===== src/rtl/bc_guess_entry.sv =====
// bc_guess_entry
//   Player-side front end for the bulls-and-cows core. Buffers four BCD digits,
//   validates them (range, optional uniqueness), hands the guess to the core
//   with a confirm strobe and latches the bulls/cows result for display.
//   Used unchanged for both secret entry and guess entry.
//
// Ports
//   clock        system clock, rising edge
//   reset        asynchronous active-low reset
//   digit_in     digit value from switches
//   digit_load   pulse: append digit_in to the buffer
//   enter        pulse: submit the buffer
//   clear        pulse: empty the buffer and abort
//   core_ready   core can accept a guess/secret
//   result_valid pulse: bulls_in/cows_in are valid
//   bulls_in     bulls from the core (0..4)
//   cows_in      cows from the core (0..4)
//   guess        {d3,d2,d1,d0}, first-entered digit in [15:12]
//   confirm      submission strobe to the core
//   digit_count  digits buffered (0..4)
//   busy         high in CHECK, SEND and WAIT
//   err          0 none, 1 bad digit, 2 incomplete, 3 duplicate, 4 timeout
//   bulls, cows  latched result
//   win          latched bulls==4
module bc_guess_entry #(
  parameter int CONFIRM_CYCLES = 1,
  parameter int TIMEOUT        = 255,
  parameter int UNIQUE_DIGITS  = 1
) (
  input  logic        clock,
  input  logic        reset,
  input  logic [3:0]  digit_in,
  input  logic        digit_load,
  input  logic        enter,
  input  logic        clear,
  input  logic        core_ready,
  input  logic        result_valid,
  input  logic [2:0]  bulls_in,
  input  logic [2:0]  cows_in,
  output logic [15:0] guess,
  output logic        confirm,
  output logic [2:0]  digit_count,
  output logic        busy,
  output logic [2:0]  err,
  output logic [2:0]  bulls,
  output logic [2:0]  cows,
  output logic        win
);

  typedef enum logic [2:0] {ENTRY, CHECK, SEND, WAIT, DONE} state_t;

  localparam logic [3:0]  CC_LAST = 4'(CONFIRM_CYCLES);
  localparam logic [15:0] TO_LAST = 16'(TIMEOUT - 1);

  localparam logic [2:0] ERR_NONE = 3'd0;
  localparam logic [2:0] ERR_BAD  = 3'd1;
  localparam logic [2:0] ERR_INC  = 3'd2;
  localparam logic [2:0] ERR_DUP  = 3'd3;
  localparam logic [2:0] ERR_TO   = 3'd4;

  state_t      state, state_nxt;
  logic [15:0] guess_nxt;
  logic        confirm_nxt;
  logic [2:0]  count_nxt;
  logic        busy_nxt;
  logic [2:0]  err_nxt;
  logic [2:0]  bulls_nxt, cows_nxt;
  logic        win_nxt;
  logic [3:0]  ccnt, ccnt_nxt;   // confirm cycles already issued
  logic [15:0] tcnt, tcnt_nxt;   // cycles spent in WAIT

  // Any pair of the four nibbles equal.
  function automatic logic has_dup(input logic [15:0] g);
    return (g[15:12] == g[11:8]) || (g[15:12] == g[7:4]) || (g[15:12] == g[3:0]) ||
           (g[11:8]  == g[7:4])  || (g[11:8]  == g[3:0]) || (g[7:4]   == g[3:0]);
  endfunction

  always_ff @(posedge clock or negedge reset) begin
    if (!reset) begin
      state       <= ENTRY;
      guess       <= '0;
      confirm     <= 1'b0;
      digit_count <= '0;
      busy        <= 1'b0;
      err         <= ERR_NONE;
      bulls       <= '0;
      cows        <= '0;
      win         <= 1'b0;
      ccnt        <= '0;
      tcnt        <= '0;
    end else begin
      state       <= state_nxt;
      guess       <= guess_nxt;
      confirm     <= confirm_nxt;
      digit_count <= count_nxt;
      busy        <= busy_nxt;
      err         <= err_nxt;
      bulls       <= bulls_nxt;
      cows        <= cows_nxt;
      win         <= win_nxt;
      ccnt        <= ccnt_nxt;
      tcnt        <= tcnt_nxt;
    end
  end

  always_comb begin
    state_nxt   = state;
    guess_nxt   = guess;
    confirm_nxt = 1'b0;
    count_nxt   = digit_count;
    err_nxt     = err;
    bulls_nxt   = bulls;
    cows_nxt    = cows;
    win_nxt     = win;
    ccnt_nxt    = ccnt;
    tcnt_nxt    = tcnt;

    if (clear) begin
      // clear beats every other input in every state
      state_nxt = ENTRY;
      guess_nxt = '0;
      count_nxt = '0;
      err_nxt   = ERR_NONE;
      ccnt_nxt  = '0;
      tcnt_nxt  = '0;
      if (state == DONE) begin
        bulls_nxt = '0;
        cows_nxt  = '0;
        win_nxt   = 1'b0;
      end
    end else begin
      case (state)
        ENTRY: begin
          if (enter) begin
            if (digit_count == 3'd4) begin
              state_nxt = CHECK;
              err_nxt   = ERR_NONE;
            end else begin
              err_nxt = ERR_INC;
            end
          end else if (digit_load) begin
            // a full buffer swallows further digits without complaint
            if (digit_count != 3'd4) begin
              if (digit_in > 4'd9) begin
                err_nxt = ERR_BAD;
              end else begin
                guess_nxt = {guess[11:0], digit_in};
                count_nxt = digit_count + 3'd1;
                err_nxt   = ERR_NONE;
              end
            end
          end
        end
        CHECK: begin
          if ((UNIQUE_DIGITS != 0) && has_dup(guess)) begin
            err_nxt   = ERR_DUP;
            guess_nxt = '0;
            count_nxt = '0;
            state_nxt = ENTRY;
          end else begin
            ccnt_nxt  = '0;
            state_nxt = SEND;
          end
        end
        SEND: begin
          // once started, the strobe runs its full length regardless of core_ready
          if (confirm) begin
            if (ccnt == CC_LAST) begin
              state_nxt = WAIT;
              tcnt_nxt  = '0;
            end else begin
              confirm_nxt = 1'b1;
              ccnt_nxt    = ccnt + 4'd1;
            end
          end else if (core_ready) begin
            confirm_nxt = 1'b1;
            ccnt_nxt    = 4'd1;
          end
        end
        WAIT: begin
          // a result arriving on the last allowed cycle still wins over timeout
          if (result_valid) begin
            bulls_nxt = bulls_in;
            cows_nxt  = cows_in;
            win_nxt   = (bulls_in == 3'd4);
            guess_nxt = '0;
            count_nxt = '0;
            state_nxt = (bulls_in == 3'd4) ? DONE : ENTRY;
          end else if (tcnt == TO_LAST) begin
            err_nxt   = ERR_TO;
            guess_nxt = '0;
            count_nxt = '0;
            state_nxt = ENTRY;
          end else begin
            tcnt_nxt = tcnt + 16'd1;
          end
        end
        DONE: begin
          state_nxt = DONE;
        end
        default: begin
          state_nxt = ENTRY;
        end
      endcase
    end

    busy_nxt = (state_nxt == CHECK) || (state_nxt == SEND) || (state_nxt == WAIT);
  end

endmodule


===== config.mk =====
export PLATFORM = sky130hd
export DESIGN_NAME = bc_guess_entry
export DESIGN_NICKNAME = d
export VERILOG_FILES = /design/src/rtl/bc_guess_entry.sv
export SDC_FILE = /design/constraint.sdc
export NUM_CORES = 1
export LEC_CHECK = 0
export ABC_CLOCK_PERIOD_IN_PS = 2050
export CORE_MARGIN = 2
export CORE_UTILIZATION = 50
export DETAILED_ROUTE_END_ITERATION = 7
export DONT_BUFFER_PORTS = 1
export PLACE_DENSITY = 0.75
export SLEW_MARGIN = 20
export SYNTH_ARGS = -nofsm -noshare
export SYNTH_HDL_FRONTEND = slang
export SYNTH_SLANG_ARGS = --single-unit

===== constraint.sdc =====
create_clock -name clock -period 2.05 [get_ports clock]
set_input_delay 0.41 -clock clock [delete_from_list [all_inputs] [get_ports clock]]
set_output_delay 0.41 -clock clock [all_outputs]
set_load 0.005 [all_outputs]

==> summary.md <==
| Metric | Value |
|---|---|
| Slack of the critical path | -87.82 ps |
| Crit. End Element | register |
| Placed Area | 3267 sq um |
| Filler Cell Count | 452 |
| Min-Delay Path Class | in2reg |
| Switching Fraction | between 20 and 25% |
| DIE HEIGHT | 80.72 um |
| CP Class | reg2reg |
| Power per Cell Area | 542.1 nW/um^2 |
| Share of cells above drive strength 1 | 22.28% |
| Commonest non-fill, non-tap cell in the layout | dfrtp_1 |
| Area Overhead vs Synth | 22.53% |
| Worst slew margin | 73.47% |
| Layout Cells excl Fill | 431 |
| M1 WL | 3146 um |
| Critical-path maximum fanout | 5 |
| Total global routing overflow | 0 |
| Post-synthesis instance total | 320 |
| Initial antenna violation count | 0 |
| Critical-path top delay cell | or4b_4 |
| Initial core utilization | 52.48% |
| Most frequent cells in the layout | 54 x dfrtp_1, 38 x nand2_1, 30 x buf_4 |
| Crit path launch type | register |
| Die footprint | ~6500 sq um |
| Final cycle utilization of the critical path | 104.3% |
| ANT cells | 0 |
| Failing checks | setup timing |
| CTS Buf Count | 5 |
| Async SR Flop Fraction | 100.0% |
| CTS tree | yes |
| Min-delay src | clear |
| Hpwl dp | 4901 um |
| Final Cell Area | 3606 sq um |
| Reg2Reg Depth | 8 |
| Vias post-DR | 2,605 |
| Number of synthesized flops with an enable pin | 0 |
| WP data arrival | about 2300 ps |
| Final wirelength | 7702 um |
| Via density per instance | 6.044 |
| Slew Limit Fails | 0 |
| Lkg Pwr | 1.581 nW |
| First-pass GRT wire length | about 13,000 um |
| Met2 WL | 3929 um |
| Met3 wire length | 495 um |
| IO buf count | 0 |
| Total track usage | ~25% |
| CTS root buf | clkbuf_8 |
| Post-synthesis sequential area ratio | 45.92% |
| RR Startpoint | tcnt[0] |
| Max cap viols | 0 |
| IO Pins | 48 |
| GPL Wtd Cong | around 0.87 |
| Cell row count | 27 |
| Total power | between 1.5 and 2 mW |
| Post-route DRC | 0 |
| Crit path cell chain | inv_1, ha_1, or4b_4, nor4_4, nand2b_4, o2111ai_4, and2_4, a311o_1 |
| Worst path max stage delay | roughly 460 ps |
| Maximum clock path buffer count | 2 |
| FF+latch area | 1351 sq um |
| Pre-Repair DR Iteration Count | 4 |
| Post-Syn Area | 2943 sq um |
| Syn Area/Cell | 9.196 sq um |
| Die width | slightly above 80 um |
| Fmax | 467.8 MHz |
| Yosys cell types | 47 |
| Synth Warn # | 0 |
| Syn Nets | 343 |
| Largest net degree at the start of global routing | 55 |
| Final hold violations | 0 |
| Power share of the sequential group | a little under three fifths |
| RSZ-0062 raised after global routing | true |
| Clock latency on the worst-skew pair | 310 ps |
| Net Sw Power | 0.4451 mW |
| Final setup TNS | -775.9 ps |
| Core box area | 5608 sq um |
| Dpl cells | 412 |
| Starting DRT DRC Count | 207 |
| #FFs+latches synth | 54 |
| Nets | 381 |
| Tmin final | about 2100 ps |
| Worst reg2reg path endpoint | err[0] |
| Vias in the first global route | around 2,500 |
| Worst Hold Path EP | digit_count[2] |
| Clock sinks | between 50 and 60 |
| Max rail drop VDD | approximately 0.30 mV |
| Slew @ Worst Pin | between 300 and 400 ps |
| Clock power share | 36.3% |
| Logic pwr share | under 10% |
| Area of the multi-input gates | 1633 sq um |
| R2R Setup Slk | -90 ps |
| Skew final | 12.60 ps |
| Antenna Nets Post-Route | 0 |
| Synth Flop Type | dfrtp_1 |
| Setup violations, final | 21 |
| Critical path required time | 2250 ps |
| WHS Path Cells | 1 |
| H-tree depth | 2 |
| WL/cell | around 18 um |
| WP buf/inv | 1 |
| Internal power | 1.510 mW |
| Worst-path clk slew | 100 ps |
| Crit-path leading delay family | simple AND/OR/NAND/NOR gates |
| Pre-CTS WS | -131.9 ps |
| Top layer in use | met4 |
| Status | complete, but fails checks |
[power by group through the flow]
| stage | registers (mW) | logic [mW] | clock network [mW] |
|---|---|---|---|
| floorplan | 1.11 | 0.0871 | 0 |
| global placement | 1.11 | 0.0985 | 0 |
| detailed placement | 1.11 | 0.100 | 0 |
| CTS | 1.09 | 0.145 | 0.723 |
| global route | 1.10 | 0.167 | 0.776 |
| finish | 1.09 | 0.151 | 0.711 |
[Yosys cell counts, types with 3 or more instances]
cell,instances,share of area [%]
a22o_1,6,1.8
ha_1,6,2.6
a31oi_1,4,0.85
and2_1,3,0.64
a21oi_1,10,1.7
nor4_1,7,1.5
xor2_1,9,2.7
or3_1,3,0.64
nand2_1,38,4.8
clkbuf_1,8,1.0
o21ai_0,30,5.1
o22ai_1,9,1.9
buf_4,3,0.77
o32ai_1,7,2.1
inv_1,18,2.3
dfrtp_1,54,46
nand4_1,8,1.7
nand3_1,14,2.4
o31ai_1,3,0.77
nor2_1,24,3.1
or4_1,3,0.77
xnor2_1,16,4.8
and3_1,5,1.1
[cells by family (layout without fill, tap and decap cells)]
family | after synthesis | after routing | synth area share (%)
compound gates | 80 | 80 | 18.11
xor+xnor | 25 | 25 | 7.440
fa+ha+maj | 6 | 6 | 2.551
buf+inv | 31 | 66 | 4.422
flops | 54 | 54 | 45.92
mux | 1 | 1 | 0.3826
simple gates | 123 | 127 | 21.17
[metal layers]
metal	vias to the layer above	GRT usage, %
met5	-	0
met4	0	6.610
met3	12	6.180
met2	85	43.42
met1	1269	31.49
li1	1239	-
[through the flow]
| step | util, % | hold slack [ps] |
|---|---|---|
| CTS | 62.83 | 144.9 |
| global placement | 58.26 | 116.0 |
| global route | 64.30 | 139.5 |
| finish | 64.30 | 165.0 |
| detailed placement | 58.26 | 115.8 |
| floorplan | - | 114.4 |
[flip-flops by register name, summed over array words and instances, names as in the netlist]
name,count
bulls,3
busy,1
ccnt,4
confirm,1
cows,3
digit_count,3
err,3
guess,16
state,3
tcnt,16
win,1
[area by class of cell]
type                    count  share of cell area, %
multi-input cells         239                  45.28
flip-flops and latches     54                  37.47
repair buffers             40                  9.924
well taps                  72                  2.498
clock buffers               7                  2.117
inverters                  18                  1.874
clock inverters             1                 0.8328
[what timing repair did]
item | CTS | global route
endpoints found under the hold margin | 54 | 0
hold buffers | 2 | 0
endpoints found under the setup margin | 39 | 41
buffers inserted | 2 | 1
gates cloned | 4 | 2
pin swaps | 2 | 7
resized for setup | 16 | 33
[how the worst max path moves through the flow]
stage,from,endpoint,slack (ps),cells after the start
final,tcnt[0],err[0],-90,8
after global routing,tcnt[0],err[0],-200,8
after detailed placement,tcnt[0],err[1],-130,8
after global placement,tcnt[0],err[1],-70,8
after floorplan,tcnt[0],err[0],-110,8
after CTS,tcnt[0],err[1],-60,8
No activity file was read; power rests on OpenSTA's default activity.
==> edit: new RTL, same flow settings <==
Encoding of `state_t`: now one-hot (5 bits for 5 states).
--- a/src/rtl/bc_guess_entry.sv
+++ b/src/rtl/bc_guess_entry.sv
@@ -47,7 +47,7 @@
   output logic        win
 );
 
-  typedef enum logic [2:0] {ENTRY, CHECK, SEND, WAIT, DONE} state_t;
+  typedef enum logic [4:0] {ENTRY = 5'b00001, CHECK = 5'b00010, SEND = 5'b00100, WAIT = 5'b01000, DONE = 5'b10000} state_t;
 
   localparam logic [3:0]  CC_LAST = 4'(CONFIRM_CYCLES);
   localparam logic [15:0] TO_LAST = 16'(TIMEOUT - 1);
Function: no difference found for any inputs over 4 cycles, from zero or initial values and one cycle with reset low; so few cycles prove little.
==> edit against the unedited design <==
  * The flow still finishes with violations (negative setup slack)
  * Total power up 0.45%
  * Wire length up 32%
  * Sequential cell count up 2
  * Sequential share of layout area down 6.3 points
  * Area after synthesis up 11%
  * Setup slack worse by 110 ps
  * Design area up 25%
  * Combinational power up 17%
  * Largest power group unchanged
==> edit: results (changes against the unedited design) <==
* CP Capture Point: guess[8]
* Final Non-Filler Cells at 506 (+17%)
* Violated checks: negative setup slack
* GR Util met3 at 0.0472 (-0.0146)
* Met2 Resource Use GR at 0.372 (-0.0619)
* Final setup fails at 40 (+90%)
* RR Startpoint: tcnt[12]
* Multi-input logic cell count at 270 (+13%)
* Synth area leaders: dfrtp_1 (42%), o21ai_0 (4.6%), xor2_1 (3.5%), nor2_1 (3.2%), xnor2_1 (3.2%)
* Mux share of post-synthesis cell area at 0.0323 (+0.0285)
* Distinct cell type count after synthesis at 50 (+6.4%)
* Top layer used by detailed routing: met4
* # fillers at 424 (-6.2%)
* Leakage power at 2.09 nW (+32%)
* Switching power at 515 µW (+16%)
* GR Util All Layers at 0.242 (-0.00907)
* WL met3 at 832 µm (+68%)
* Area fraction in compound gates after synthesis at 0.168 (-0.0131)
* Post-synthesis cell count at 348 (+8.8%)
* Met2 WL at 4.84 mm (+23%)
* Status: finished with violations
* Top post-synthesis cells by count: dfrtp_1 (55), o21ai_0 (30), nor2_1 (28), nand2_1 (22), a21oi_1 (17)
* FFs & Latches at 56 (+3.7%)
* Vias in the first global route at 2894 (+14%)
* Multi-input logic area at 2130 µm² (+31%)
* NonClk Buf Share at 0.166 (+0.0671)
* CLK BUF at 5 (-2)
* Clock Power Share at 0.337 (-0.026)
* Post-cts resize count at 13 (-3)
* Seq/Total Area, Yosys at 0.431 (-0.0282)
* CP arrival at 2500 ps (+160 ps)
* Routed len/inst at 20.1 µm (+13%)
* Synth Area in Adders at 0.0231 (-0.00244)
* Final Skew at 8.19 ps (-4.41 ps)
* Nonclk buf count at 87 (+120%)
* Mapped Nets at 371 (+8.2%)
* Slowest CP cell: or4_1
* First-pass GRT wire length at 14.2 mm (+13%)
* Reg power frac at 0.573 (+0.014)
* Worst slack, placed at -78.6 ps (+53.3 ps)
* Clock Network Area Fraction at 0.0213 (-0.00815)
* Vias per Instance at 6.34 (+4.9%)
* Seq/total area at 0.312 (-0.0632)
* Final worst slack at -202 ps (-114 ps)
* Post-CTS setup buffer count at 4 (+2)
* CP max stage delay at 540 ps (+80 ps)
* GR Layer Usage met1 at 0.359 (+0.0444)
* Reg2reg path depth at 7 (-1)
* Nets@finish at 451 (+18%)
* Non-clk invs at 8 (-10)
* Placed Cells at 485 (+18%)
* P_clk at 661 µW (-7.0%)
* HPWL Detailed at 5.80 mm (+18%)
* Clock latency on the worst-skew pair at 330 ps (+20 ps)
## edit: cell types whose count changed after synthesis, moves of 7 or more
cell	delta
nand2b_1	+16
o22ai_1	-8
o32ai_1	-7
o21ai_1	+7
nor4_1	-7
nand2_1	-16
inv_1	-10
a21oi_1	+7
or4_1	+9
## edit: stage by stage
stage          hold slack, ps  area [µm²]
2_1_floorplan             114        3250
4_1_cts                   142        4090
6_report                  147        4510
3_5_place_dp              116        3860
5_1_grt                   129        4510
3_3_place_gp              116        3860
## edit: how the worst min path moves through the flow
stage,endpoint,depth (start not counted),start,slack [ps]
3_5_place_dp,guess[1],0,reset,120
2_1_floorplan,bulls[0],0,reset,110
3_3_place_gp,guess[2],0,reset,120
4_1_cts,err[0],1,clear,140
5_1_grt,err[1],1,clear,130
6_report,digit_count[0],1,clear,150
